### config.mk
export PLATFORM = sky130hd
export DESIGN_NAME = sqrt_check
export DESIGN_NICKNAME = d
export VERILOG_FILES = /design/src/rtl/sqrt_check.sv
export SDC_FILE = /design/constraint.sdc
export NUM_CORES = 1
export LEC_CHECK = 0
export CAP_MARGIN = 15
export CORE_MARGIN = 2
export CORE_UTILIZATION = 59
export CTS_BUF_LIST = sky130_fd_sc_hd__clkbuf_2 sky130_fd_sc_hd__clkbuf_4 sky130_fd_sc_hd__clkbuf_8
export DETAILED_ROUTE_END_ITERATION = 10
export DONT_BUFFER_PORTS = 1
export GPL_TIMING_DRIVEN = 0
export MAX_ROUTING_LAYER = met4
export PLACE_DENSITY = 0.78
export SKIP_LAST_GASP = 1
export SYNTH_ARGS = -nofsm -noshare
export SYNTH_HDL_FRONTEND = slang
export SYNTH_SLANG_ARGS = --single-unit
### constraint.sdc
create_clock -name clk -period 2.25 [get_ports clk]
set_input_delay 0.45 -clock clk [delete_from_list [all_inputs] [get_ports clk]]
set_output_delay 0.45 -clock clk [all_outputs]
set_load 0.02 [all_outputs]
### src/rtl/sqrt_check.sv
// sqrt_check: sequential square-root result checker.
// Squares the 4-bit root with a shift-and-add loop (one partial product per
// cycle) and confirms root^2 <= N < (root+1)^2.
//
// Ports:
//   clk      system clock
//   rstN     asynchronous active-low reset
//   St       one-cycle start pulse; accepted only in IDLE or DONE
//   N        8-bit operand the root was computed from (sampled on start)
//   sqrt     4-bit root under test (sampled on start)
//   done     check complete; held until the next accepted start
//   pass     1 = root is correct (valid when done)
//   square   sqrt^2 (valid when done)
//   err_cnt  saturating count of failed checks
//
// Optional feature macro: SQRT_CHECK_ERRCNT_EN
//   defined   -> err_cnt counts failed checks, saturating at 8'hFF
//   undefined -> err_cnt is tied to 8'h00
module sqrt_check (
  input  logic       clk,
  input  logic       rstN,
  input  logic       St,
  input  logic [7:0] N,
  input  logic [3:0] sqrt,
  output logic       done,
  output logic       pass,
  output logic [7:0] square,
  output logic [7:0] err_cnt
);

  typedef enum logic [1:0] {IDLE, MUL, CHK, DONE} state_t;

  state_t     state, state_nx;
  logic [7:0] n_r;
  logic [3:0] s_r;
  logic [7:0] acc;
  logic [1:0] cnt;

  logic       start;
  logic [7:0] addend;
  logic [8:0] hi;
  logic       pass_c;

  // St is only honoured when no check is in flight.
  assign start  = St && (state == IDLE || state == DONE);
  assign addend = {4'b0, s_r} << cnt;
  // (root+1)^2 = root^2 + 2*root + 1; needs 9 bits for root = 15.
  assign hi     = {1'b0, acc} + {4'b0, s_r, 1'b0} + 9'd1;
  assign pass_c = (acc <= n_r) && ({1'b0, n_r} < hi);

  always_ff @(posedge clk or negedge rstN) begin
    if (!rstN) state <= IDLE;
    else       state <= state_nx;
  end

  always_comb begin
    state_nx = state;
    case (state)
      IDLE, DONE: if (St) state_nx = MUL;
      MUL:        if (cnt == 2'd3) state_nx = CHK;
      CHK:        state_nx = DONE;
      default:    state_nx = IDLE;
    endcase
  end

  always_ff @(posedge clk or negedge rstN) begin
    if (!rstN) begin
      n_r    <= '0;
      s_r    <= '0;
      acc    <= '0;
      cnt    <= '0;
      done   <= 1'b0;
      pass   <= 1'b0;
      square <= '0;
    end else if (start) begin
      n_r  <= N;
      s_r  <= sqrt;
      acc  <= '0;
      cnt  <= '0;
      done <= 1'b0;
      pass <= 1'b0;
    end else begin
      case (state)
        MUL: begin
          if (s_r[cnt]) acc <= acc + addend;
          cnt <= cnt + 2'd1;
        end
        CHK: begin
          square <= acc;
          pass   <= pass_c;
          done   <= 1'b1;
        end
        default: ;
      endcase
    end
  end

`ifdef SQRT_CHECK_ERRCNT_EN
  always_ff @(posedge clk or negedge rstN) begin
    if (!rstN)
      err_cnt <= '0;
    else if (state == CHK && !pass_c && err_cnt != 8'hFF)
      err_cnt <= err_cnt + 8'd1;
  end
`else
  assign err_cnt = 8'h00;
`endif

endmodule

==> results of run 1 <==
[registers in the layout, indices dropped and copies added, names as in the netlist]
| signal | cells |
|---|---|
| acc | 8 |
| pass | 1 |
| cnt | 2 |
| state | 2 |
| n_r | 8 |
| square | 8 |
| s_r | 4 |
| done | 1 |
[layout by cell type (no fill, tap or decap), drive strengths merged, types with 2 or more instances in the layout]
cell	n
and3	3
nand3	3
a31oi	3
a21o	4
a211oi	2
nor3b	4
clkbuf	11
fa	2
o21a	2
mux2	9
nand2	28
buf	30
dfrtp	34
mux2i	5
nand2b	4
o21ai	18
a22o	6
nor2b	4
nor2	9
xor2	5
or3	2
o21bai	2
a21oi	13
xnor2	4
inv	18
conb	8
ha	31
[layer usage]
layer	up-vias	GRT usage
li1	916	-
met1	902	0.315
met2	45	0.406
met3	7	0.0533
met4	0	0.0850
met5	-	-
[timing repair]
item,4_1_cts,5_1_grt
resized for setup,9,23
setup buffers,13,5
hold buffers,2,0
pin swaps,12,16
gates cloned,0,0
setup endpoints to repair,4,4
hold endpoints to repair,34,0
[power by group]
part | switching [mW] | total [mW] | internal (mW)
combinational | 1.38 | 2.68 | 1.30
clock | 0.231 | 0.487 | 0.256
sequential | 0.354 | 1.21 | 0.858
[final cells by class]
type | instances | area (µm²)
Buffer | 14 | 98.8
Clock buffer | 8 | 91.3
Fill cell | 292 | 1090
Inverter | 18 | 67.6
Multi-Input combinational cell | 185 | 1530
Sequential cell | 34 | 856
Tap cell | 50 | 62.6
Timing Repair Buffer | 20 | 176
[worst max-delay path by stage]
stage | startpoint | slack [ns] | cells after the start | to
global route | acc[1] | -0.60 | 12 | pass
CTS | s_r[0] | -0.35 | 12 | pass
global placement | acc[0] | -0.39 | 11 | pass
finish | acc[1] | -0.52 | 12 | pass
detailed placement | acc[1] | -0.39 | 12 | pass
floorplan | acc[1] | -0.11 | 12 | pass
[cells by family (layout without fill, tap and decap cells)]
| group | after synthesis | after routing | share of synthesized area |
|---|---|---|---|
| DFF | 34 | 34 | 0.354 |
| xor gates and xnor gates | 9 | 9 | 0.0328 |
| other | 1 | 8 | 0.00156 |
| buffers and inverters | 33 | 60 | 0.0693 |
| and+or+nand+nor | 59 | 59 | 0.119 |
| muxes | 15 | 15 | 0.0724 |
| AOI/OAI and AO/OA | 61 | 61 | 0.172 |
| adders and majority gates | 33 | 33 | 0.178 |
[through the flow]
step	cell area (µm²)	setup WS, ns	hold WS (ns)	utilization
CTS	2760	-0.353	0.260	0.695
detailed placement	2510	-0.389	0.155	0.632
global route	2880	-0.598	0.271	0.726
global placement	2510	-0.387	0.155	0.632
floorplan	2450	-0.106	0.154	-
finish	2880	-0.522	0.258	0.726
==> metrics.log, run 1 <==
INFO  metric async_reset_ff_frac = 1.00
INFO  metric setup_repair_after_global_routing_missed_its_margin = true
INFO  metric dp_cells = ~300
INFO  metric crit-reg2reg-capture = pass
INFO  metric route.layer.met1.wl = roughly 2400 µm
INFO  metric core_area = 0.00397 mm²
INFO  metric effective_utilization_at_floorplan = 0.605
INFO  metric grt_pass1_vias = approximately 1,800
INFO  metric routedWlPerCell = roughly 17 µm
INFO  metric routed_wl = 5540 µm
INFO  metric synth_largest_area_cell = dfrtp_1
INFO  metric grt_usage = 0.252
INFO  metric top_layer_used = met4
INFO  metric period_minus_slack = ~2.8 ns
INFO  metric synth_flop_cell = dfrtp_1
INFO  metric syn2layout_area_growth = 20.0%
INFO  metric critical_path_peak_fanout = 4
INFO  metric crit-reg2reg-launch = acc[1]
INFO  metric place.detailed.hpwl = between 3000 and 4000 µm
INFO  metric detail-route-antenna-nets = 0
INFO  metric final.setup.tns = -1.09 ns
INFO  metric crit_slowest_cell = dfrtp_2
INFO  metric portBuffers = 0
INFO  metric crit_family = compound AO/OA/AOI/OAI gates
INFO  metric numCtsBuffers = 5
INFO  metric worst_ir_drop_vdd = ~800 µV
INFO  metric globalRoute.totalOverflow = 0
INFO  metric cp_num_buf_inv = 1
INFO  metric synth.ff_latch_count = 34
INFO  metric slack_of_the_critical_path = -0.522 ns
INFO  metric ios = 33
INFO  metric clkLatencyLatePin = 0.29 ns
INFO  metric drv_slew = 0
INFO  metric post_synth_num_cell_types = 45
INFO  metric htree_num_levels = 2
INFO  metric chipHeight = slightly below 70 µm
INFO  metric crit_top_cell = o21ai_2
INFO  metric reg2regPathDepth = 12
INFO  metric setup_violations = 5
INFO  metric worst_setup_path_start_kind = register
INFO  metric cp.required = around 2.4 ns
INFO  metric ys.warnings.count = 0
INFO  metric met2RoutedLength = around 2800 µm
INFO  metric cts.reportedPaths.clkPinSlew = around 0.07 ns
INFO  metric timing.max_cap.violations = 0
INFO  metric violations = negative setup slack
INFO  metric routabilityCongestion = about 0.84
INFO  metric power_leakage = 1.41 nW
INFO  metric synthesized_instance_count = between 200 and 250
INFO  metric cts.sink_count = 34
INFO  metric detailroute.via_count = ~1,900
INFO  metric grt_max_degree = 35
INFO  metric timing_worst_slew_pin_value = 0.604 ns
INFO  metric worstHoldPathType = in -> reg
INFO  metric whs_path_depth = 2
INFO  metric synth.yosys.seq_area_share = 0.354
INFO  metric synthesis.area = around 0.0024 mm²
INFO  metric report.final.hold_viol_count = 0
INFO  metric critical_path.cell_chain = inv_2 > fa_2 > nor2b_2 > o31a_1 > o21ai_2 > xor2_1 > ha_1 > o21a_1 > o21ai_2 > a31oi_2 > o22ai_2 > a41o_1
INFO  metric worstHoldEndpoint = s_r[1]
INFO  metric critical_path_arrival = between 2 and 3 ns
INFO  metric power_per_cell_area = between 1500 and 2000 mW/mm²
INFO  metric routed-wl-met3 = around 210 µm
INFO  metric syn_area_per_cell = approximately 10 µm²
INFO  metric layout-drive-gt1-share = 0.287
INFO  metric floorplan.die.width = 67.8 µm
INFO  metric ratio_of_routed_vias_to_standard_cells = around 5.7
INFO  metric worst_clock_skew = 0.00558 ns
INFO  metric run_status = finished with violations
INFO  metric cts_tree = done
INFO  metric final_net_count = ~330
INFO  metric most_frequent_cells_after_synthesis = dfrtp_1, ha_1, nand2_1
INFO  metric cts-root-to-sink-buffers = 2
INFO  metric final_cells = between 300 and 400
INFO  metric cpPeakStageDelay = 0.42 ns
INFO  metric count_of_flip_flops_with_a_built_in_enable_after_synthesis = 0
INFO  metric drc = 0
INFO  metric dieArea = between 0.004 and 0.005 mm²
INFO  metric worstSetupEndpointType = register
INFO  metric firstDrtPassIters = 4
INFO  metric antenna_cells = 0
INFO  metric power.total = between 4 and 5 mW
INFO  metric wire_length_of_the_first_global_routing_pass = ~8300 µm
INFO  metric slew_headroom = 0.598
INFO  metric antenna_found_initial = 0
INFO  metric post_synth_main_area_contributors = dfrtp_1, ha_1, nand2_1
INFO  metric layout_worst_path_cycle_share = 1.23
INFO  metric synthMostInstantiatedCell = dfrtp_1
INFO  metric cts-root-buf = clkbuf_8
INFO  metric placementRows = 23
INFO  metric initialDrtViolationCount = about 110
INFO  metric worst-setup-path-type = reg -> reg
INFO  metric synth_largest_type_area_fraction = 0.354
INFO  metric max_clock_freq = around 360 MHz
INFO  metric hold_start = sqrt[1]
INFO  metric ff2ff_setup_slack = -0.52 ns
Note: power is estimated with default switching activity, not from simulation.
==> run 2: changes to the inputs <==
--- a/config.mk
+++ b/config.mk
@@ -12,7 +12,6 @@
 export DETAILED_ROUTE_END_ITERATION = 10
 export DONT_BUFFER_PORTS = 1
 export GPL_TIMING_DRIVEN = 0
-export MAX_ROUTING_LAYER = met4
 export PLACE_DENSITY = 0.78
 export SKIP_LAST_GASP = 1
 export SYNTH_ARGS = -nofsm -noshare
==> run 2 against run 1 <==
Effect of this change:
- the flow still finishes with violations (negative setup slack)
- wire length increased by 0.14%
- hold slack about the same
- non-clock buffer count unchanged
- clock power barely moved
- combinational power about the same
- sequential cell count stayed put
- sequential power about the same
- global-route usage fell by 0.85 points
- maximum frequency increased by 0.72%
- core utilization unchanged
- final area is the same
- highest routed layer unchanged
==> metrics.log, run 2 (same netlist as run 1, synthesis figures left out) <==
INFO  metric run_status = finished with violations
INFO  metric violations = negative setup slack
INFO  metric crit_family = compound AO/OA/AOI/OAI gates
INFO  metric critical_path.cell_chain = inv_2 > fa_2 > nor2b_2 > o31a_1 > o21ai_2 > xor2_1 > ha_1 > o21a_1 > o21ai_2 > a31oi_2 > o22ai_2 > a41o_1
INFO  metric cts-root-buf = clkbuf_8
INFO  metric final_cells = about 330
INFO  metric cts_tree = done
INFO  metric htree_num_levels = 2
INFO  metric worst-setup-path-type = reg -> reg
INFO  metric globalRoute.totalOverflow = 0
INFO  metric crit_top_cell = o21ai_2
INFO  metric cp.required = between 2 and 2.5 ns
INFO  metric reg2regPathDepth = 12
INFO  metric critical_path_peak_fanout = 4
INFO  metric worstSetupEndpointType = register
INFO  metric antenna_found_initial = 0
INFO  metric cts.sink_count = 34
INFO  metric crit-reg2reg-launch = acc[1]
INFO  metric period_minus_slack = roughly 2.8 ns
INFO  metric drv_slew = 0
INFO  metric cp_num_buf_inv = 1
INFO  metric syn2layout_area_growth = 20.0%
INFO  metric worst_setup_path_start_kind = register
INFO  metric layout.cells.most_common_list = dfrtp_1, nand2_1, ha_1
INFO  metric floorplan.die.width = 67.8 µm
INFO  metric worst_ir_drop_vdd = 811 µV
INFO  metric final_standard_cell_utilization_of_the_core = 0.726
INFO  metric worstHoldEndpoint = s_r[1]
INFO  metric antenna_cells = 0
INFO  metric ratio_of_routed_vias_to_standard_cells = approximately 5.7
INFO  metric place.detailed.hpwl = roughly 3600 µm
INFO  metric cts.reportedPaths.clkPinSlew = around 0.070 ns
INFO  metric layout-drive-gt1-share = 0.287
INFO  metric clkLatencyLatePin = around 0.29 ns
INFO  metric crit-reg2reg-capture = pass
INFO  metric post-place-ws = -0.389 ns
INFO  metric initialDrtViolationCount = between 100 and 150
INFO  metric timing.max_cap.violations = 0
INFO  metric report.final.hold_viol_count = 0
INFO  metric setup_repair_after_global_routing_missed_its_margin = true
INFO  metric hold_start = sqrt[1]
INFO  metric routed_wl = about 5500 µm
INFO  metric routedWlPerCell = 16.9 µm
INFO  metric drc = 0
INFO  metric whs_path_depth = 2
INFO  metric biggestRegsByFlops = acc (8), n_r (8), square (8)
INFO  metric crit_slowest_cell = dfrtp_2
INFO  metric routabilityCongestion = 0.827
INFO  metric setup_violations = 5
INFO  metric chipHeight = between 60 and 70 µm
INFO  metric slew_headroom = 0.596
INFO  metric max_clock_freq = between 300 and 400 MHz
INFO  metric layout_worst_path_cycle_share = 1.22
INFO  metric dp_cells = between 300 and 400
INFO  metric grt_max_degree = 35
INFO  metric portBuffers = 0
INFO  metric timing_worst_slew_pin_value = 0.605 ns
INFO  metric firstDrtPassIters = 4
INFO  metric effective_utilization_at_floorplan = 0.605
INFO  metric cts-root-to-sink-buffers = 2
INFO  metric cpPeakStageDelay = around 0.42 ns
INFO  metric ff2ff_setup_slack = -0.50 ns
INFO  metric power_leakage = 1.41 nW
INFO  metric placementRows = 23
INFO  metric detailroute.via_count = between 1,500 and 2,000
INFO  metric layout_commonest_cell = dfrtp_1
INFO  metric worst_clock_skew = 0.00398 ns
INFO  metric power_per_cell_area = between 1500 and 2000 mW/mm²
INFO  metric critical_path_arrival = 2.94 ns
INFO  metric numCtsBuffers = 5
INFO  metric ios = 33
INFO  metric power.total = 4.38 mW
INFO  metric fill_cells = 292
INFO  metric detail-route-antenna-nets = 0
INFO  metric grt_usage = 0.243
INFO  metric core_area = slightly below 0.004 mm²
INFO  metric wire_length_of_the_first_global_routing_pass = 8240 µm
INFO  metric grt_pass1_vias = around 1,800
INFO  metric dieArea = 0.00460 mm²
INFO  metric worstHoldPathType = in -> reg
INFO  metric final_net_count = approximately 330
INFO  metric slack_of_the_critical_path = -0.502 ns
[run 2: cell type report]
cell class | count | area, µm² | area share
buffer | 14 | 98.8 | 0.0343
clock buffer | 8 | 91.3 | 0.0317
inverter | 18 | 67.6 | 0.0234
multi-input combinational | 185 | 1530 | 0.531
sequential | 34 | 856 | 0.297
tap | 50 | 62.6 | 0.0217
timing repair buffer | 20 | 176 | 0.0612
[run 2: worst max-delay path by stage]
stage,from,to,slack [ns],cells past startpoint
after floorplan,acc[1],pass,-0.11,12
after global placement,acc[0],pass,-0.39,11
after detailed placement,acc[1],pass,-0.39,12
after CTS,s_r[0],pass,-0.35,12
after global routing,acc[1],pass,-0.60,12
final,acc[1],pass,-0.50,12
[run 2: per-layer routing]
layer | track usage | share of wire | vias to the layer above
li1 | - | - | 914
met1 | 0.314 | 0.44 | 916
met2 | 0.406 | 0.51 | 41
met3 | 0.0483 | 0.037 | 7
met4 | 0.0850 | 0.012 | 0
met5 | 0 | 0 | -
[run 2: power breakdown]
part | internal (mW) | switching (mW)
registers | 0.858 | 0.355
clock network | 0.256 | 0.232
logic | 1.30 | 1.38
[run 2: what timing repair did]
action	in CTS	in global routing
gates cloned	0	0
hold buffers	2	0
endpoints found under the setup margin	4	4
gates resized for setup	9	23
pin swaps	12	16
hold endpoints to repair	34	0
buffers inserted	13	5
[run 2: per-stage QoR]
step                      TNS, ns  hold slack [ns]  cell area (µm²)
after floorplan            -0.106            0.154             2450
after global placement     -0.668            0.155             2510
after detailed placement   -0.818            0.155             2510
after CTS                  -0.570            0.260             2760
after global routing        -1.60            0.274             2880
final                       -1.07            0.257             2880
==> run 3: changes to the inputs <==
--- a/config.mk
+++ b/config.mk
@@ -12,7 +12,7 @@
 export DETAILED_ROUTE_END_ITERATION = 10
 export DONT_BUFFER_PORTS = 1
 export GPL_TIMING_DRIVEN = 0
-export PLACE_DENSITY = 0.78
+export PLACE_DENSITY = 0.75
 export SKIP_LAST_GASP = 1
 export SYNTH_ARGS = -nofsm -noshare
 export SYNTH_HDL_FRONTEND = slang
==> constraint.sdc (replaced) <==
create_clock -name clk -period 2.7 [get_ports clk]
set_input_delay 0.54 -clock clk [delete_from_list [all_inputs] [get_ports clk]]
set_output_delay 0.54 -clock clk [all_outputs]
set_load 0.02 [all_outputs]
==> run 3 against run 2 <==
Effect of this change:
- the run now ends clean
- clock skew grew 0.0030 ns
- non-clock buffer count is 9 lower
- die area is the same
- core utilization down 3.7 points
- hold slack worse by 0.18 ns
- sequential share of layout area is 1.5 points higher
- combinational power down 27%
- wire length down 12%
- final area is 5.0% lower
- critical endpoint unchanged
- largest power group unchanged
- highest routed layer unchanged
==> metrics.log, run 3 (same netlist as run 1, synthesis figures left out) <==
INFO  metric biggestRegsByFlops = acc (8), n_r (8), square (8)
INFO  metric layout-drive-gt1-share = 0.207
INFO  metric period_minus_slack = ~2.6 ns
INFO  metric routed_wl = just under 5000 µm
INFO  metric worstSetupEndpointType = register
INFO  metric cts_tree = done
INFO  metric design_area = approximately 0.0027 mm²
INFO  metric power_leakage = approximately 1.4 nW
INFO  metric syn2layout_area_growth = 14.0%
INFO  metric power_per_cell_area = 1220 mW/mm²
INFO  metric worstHoldPathType = in -> async
INFO  metric report.final.hold_viol_count = 0
INFO  metric layout_worst_path_cycle_share = 0.981
INFO  metric layout.cells.most_common_list = dfrtp_1, ha_1, nand2_1
INFO  metric proportion_of_total_power_due_to_net_switching = 0.448
INFO  metric drc = 0
INFO  metric max_clock_freq = 378 MHz
INFO  metric globalRoute.totalOverflow = 0
INFO  metric ff2ff_setup_slack = roughly 0.05 ns
INFO  metric total_switching_power = approximately 1.5 mW
INFO  metric core_area = slightly below 0.004 mm²
INFO  metric dieArea = around 0.0046 mm²
INFO  metric floorplan.die.width = slightly below 70 µm
INFO  metric clkLatencyLatePin = slightly below 0.3 ns
INFO  metric timing_worst_slew_pin_value = around 0.6 ns
INFO  metric cts.reportedPaths.clkPinSlew = 0.07 ns
INFO  metric ios = 33
INFO  metric grt_max_degree = 35
INFO  metric antenna_found_initial = 0
INFO  metric power.total = approximately 3.3 mW
INFO  metric grt_pass1_vias = roughly 1,700
INFO  metric effective_utilization_at_floorplan = 0.605
INFO  metric layout_commonest_cell = dfrtp_1
INFO  metric critical_path_arrival = 2.88 ns
INFO  metric power_share_of_the_clock_group = 0.121
INFO  metric place.detailed.hpwl = about 3400 µm
INFO  metric detail-route-antenna-nets = 0
INFO  metric final_net_count = 317
INFO  metric numCtsBuffers = 5
INFO  metric p_int = roughly 1.8 mW
INFO  metric timing.max_cap.violations = 0
INFO  metric ratio_of_routed_vias_to_standard_cells = between 5 and 6
INFO  metric detailroute.via_count = approximately 1,800
INFO  metric pwr-share-seq = 0.294
INFO  metric cts.sink_count = 34
INFO  metric post-place-ws = -0.0730 ns
INFO  metric wire_length_of_the_first_global_routing_pass = about 7800 µm
INFO  metric final_standard_cell_utilization_of_the_core = 0.689
INFO  metric run_status = finished clean
INFO  metric htree_num_levels = 2
INFO  metric worst_setup_path_start_kind = register
INFO  metric chipHeight = roughly 68 µm
INFO  metric routedWlPerCell = between 15 and 20 µm
INFO  metric slack_of_the_critical_path = about 0.05 ns
INFO  metric cts-root-to-sink-buffers = 2
INFO  metric postPlaceCellArea = roughly 0.0025 mm²
INFO  metric placementRows = 23
INFO  metric routabilityCongestion = between 0.7 and 0.8
INFO  metric setup_violations = 0
INFO  metric antenna_cells = 0
INFO  metric initialDrtViolationCount = between 100 and 150
INFO  metric worst_clock_skew = around 0.0070 ns
INFO  metric power_frac_comb = 0.585
INFO  metric worst-setup-path-type = reg -> reg
INFO  metric slew_headroom = 0.606
INFO  metric cts-root-buf = clkbuf_8
INFO  metric grt_usage = 0.229
INFO  metric worst_ir_drop_vdd = about 520 µV
INFO  metric whs = about 0.074 ns
INFO  metric portBuffers = 0
INFO  metric drv_slew = 0
INFO  metric critical_path_peak_fanout = 4
INFO  metric firstDrtPassIters = 4
INFO  metric cp.required = 2.93 ns
## run 3: cell types whose count changed in the layout (fill, tap and decap cells not counted), moves of 3 or more
cell / previous run / this run
a21oi_1: 7 / 10
buf_4: 23 / 17
a21oi_2: 5 / 2
buf_6: 5 / 2
## run 3: final cells by class
cell class	count	area [µm²]
flip-flops and latches	34	855
fillers	302	1230
plain buffers	15	103
well taps	50	62.6
multi-input cells	185	1470
clock buffers	7	90.1
clock inverters	1	5.00
inverters	18	67.6
repair buffers	10	87.6
## run 3: critical path, stage by stage, from the launching register on
cell and delay (ns):
dfrtp_2 0.43, inv_1 0.09, fa_2 0.42, nor2b_2 0.14, o31a_1 0.22, o21ai_2 0.08, xor2_1 0.16, ha_1 0.33
a211oi_2 0.18, a31oi_1 0.11, o22ai_1 0.24, a41o_1 0.19
## run 3: metrics by stage
step | std cells | setup TNS, ns
floorplan | 252 | 0
global route | 320 | -0.0580
detailed placement | 302 | -0.0730
finish | 320 | 0
CTS | 315 | 0
global placement | 302 | -0.0675
## run 3: power groups by stage
stage	clock network [mW]	logic, mW	registers [mW]
global route	0.422	2.20	1.01
global placement	0	1.65	0.984
detailed placement	0	1.70	0.987
finish	0.404	1.95	0.981
CTS	0.403	1.78	0.960
floorplan	0	1.40	0.912
## run 3: what timing repair did
action,in CTS,in global routing
resized for setup,1,16
gates cloned,0,0
hold endpoints to repair,34,0
pin swaps,0,13
setup endpoints to repair,1,2
setup buffers,4,5
hold buffers,1,0
## run 3: final timing paths
kind	from	to	cells past startpoint
worst max-delay path	acc[1]	pass	11
worst min-delay path	rstN	state[0]	1
worst max register to register	acc[1]	pass	11
worst min register to register	n_r[5]	n_r[5]	2
max in group asynchronous	rstN	acc[1]	1
min in group clk	sqrt[2]	s_r[2]	2
## run 3: routing by layer
| metal | part of all wire | vias to the layer above | global-route usage |
|---|---|---|---|
| met2 | 0.48 | 29 | 0.371 |
| met3 | 0.029 | 9 | 0.0367 |
| met4 | 0.024 | 0 | 0.103 |
| li1 | - | 896 | - |
| met1 | 0.46 | 850 | 0.300 |
| met5 | 0 | - | 0 |
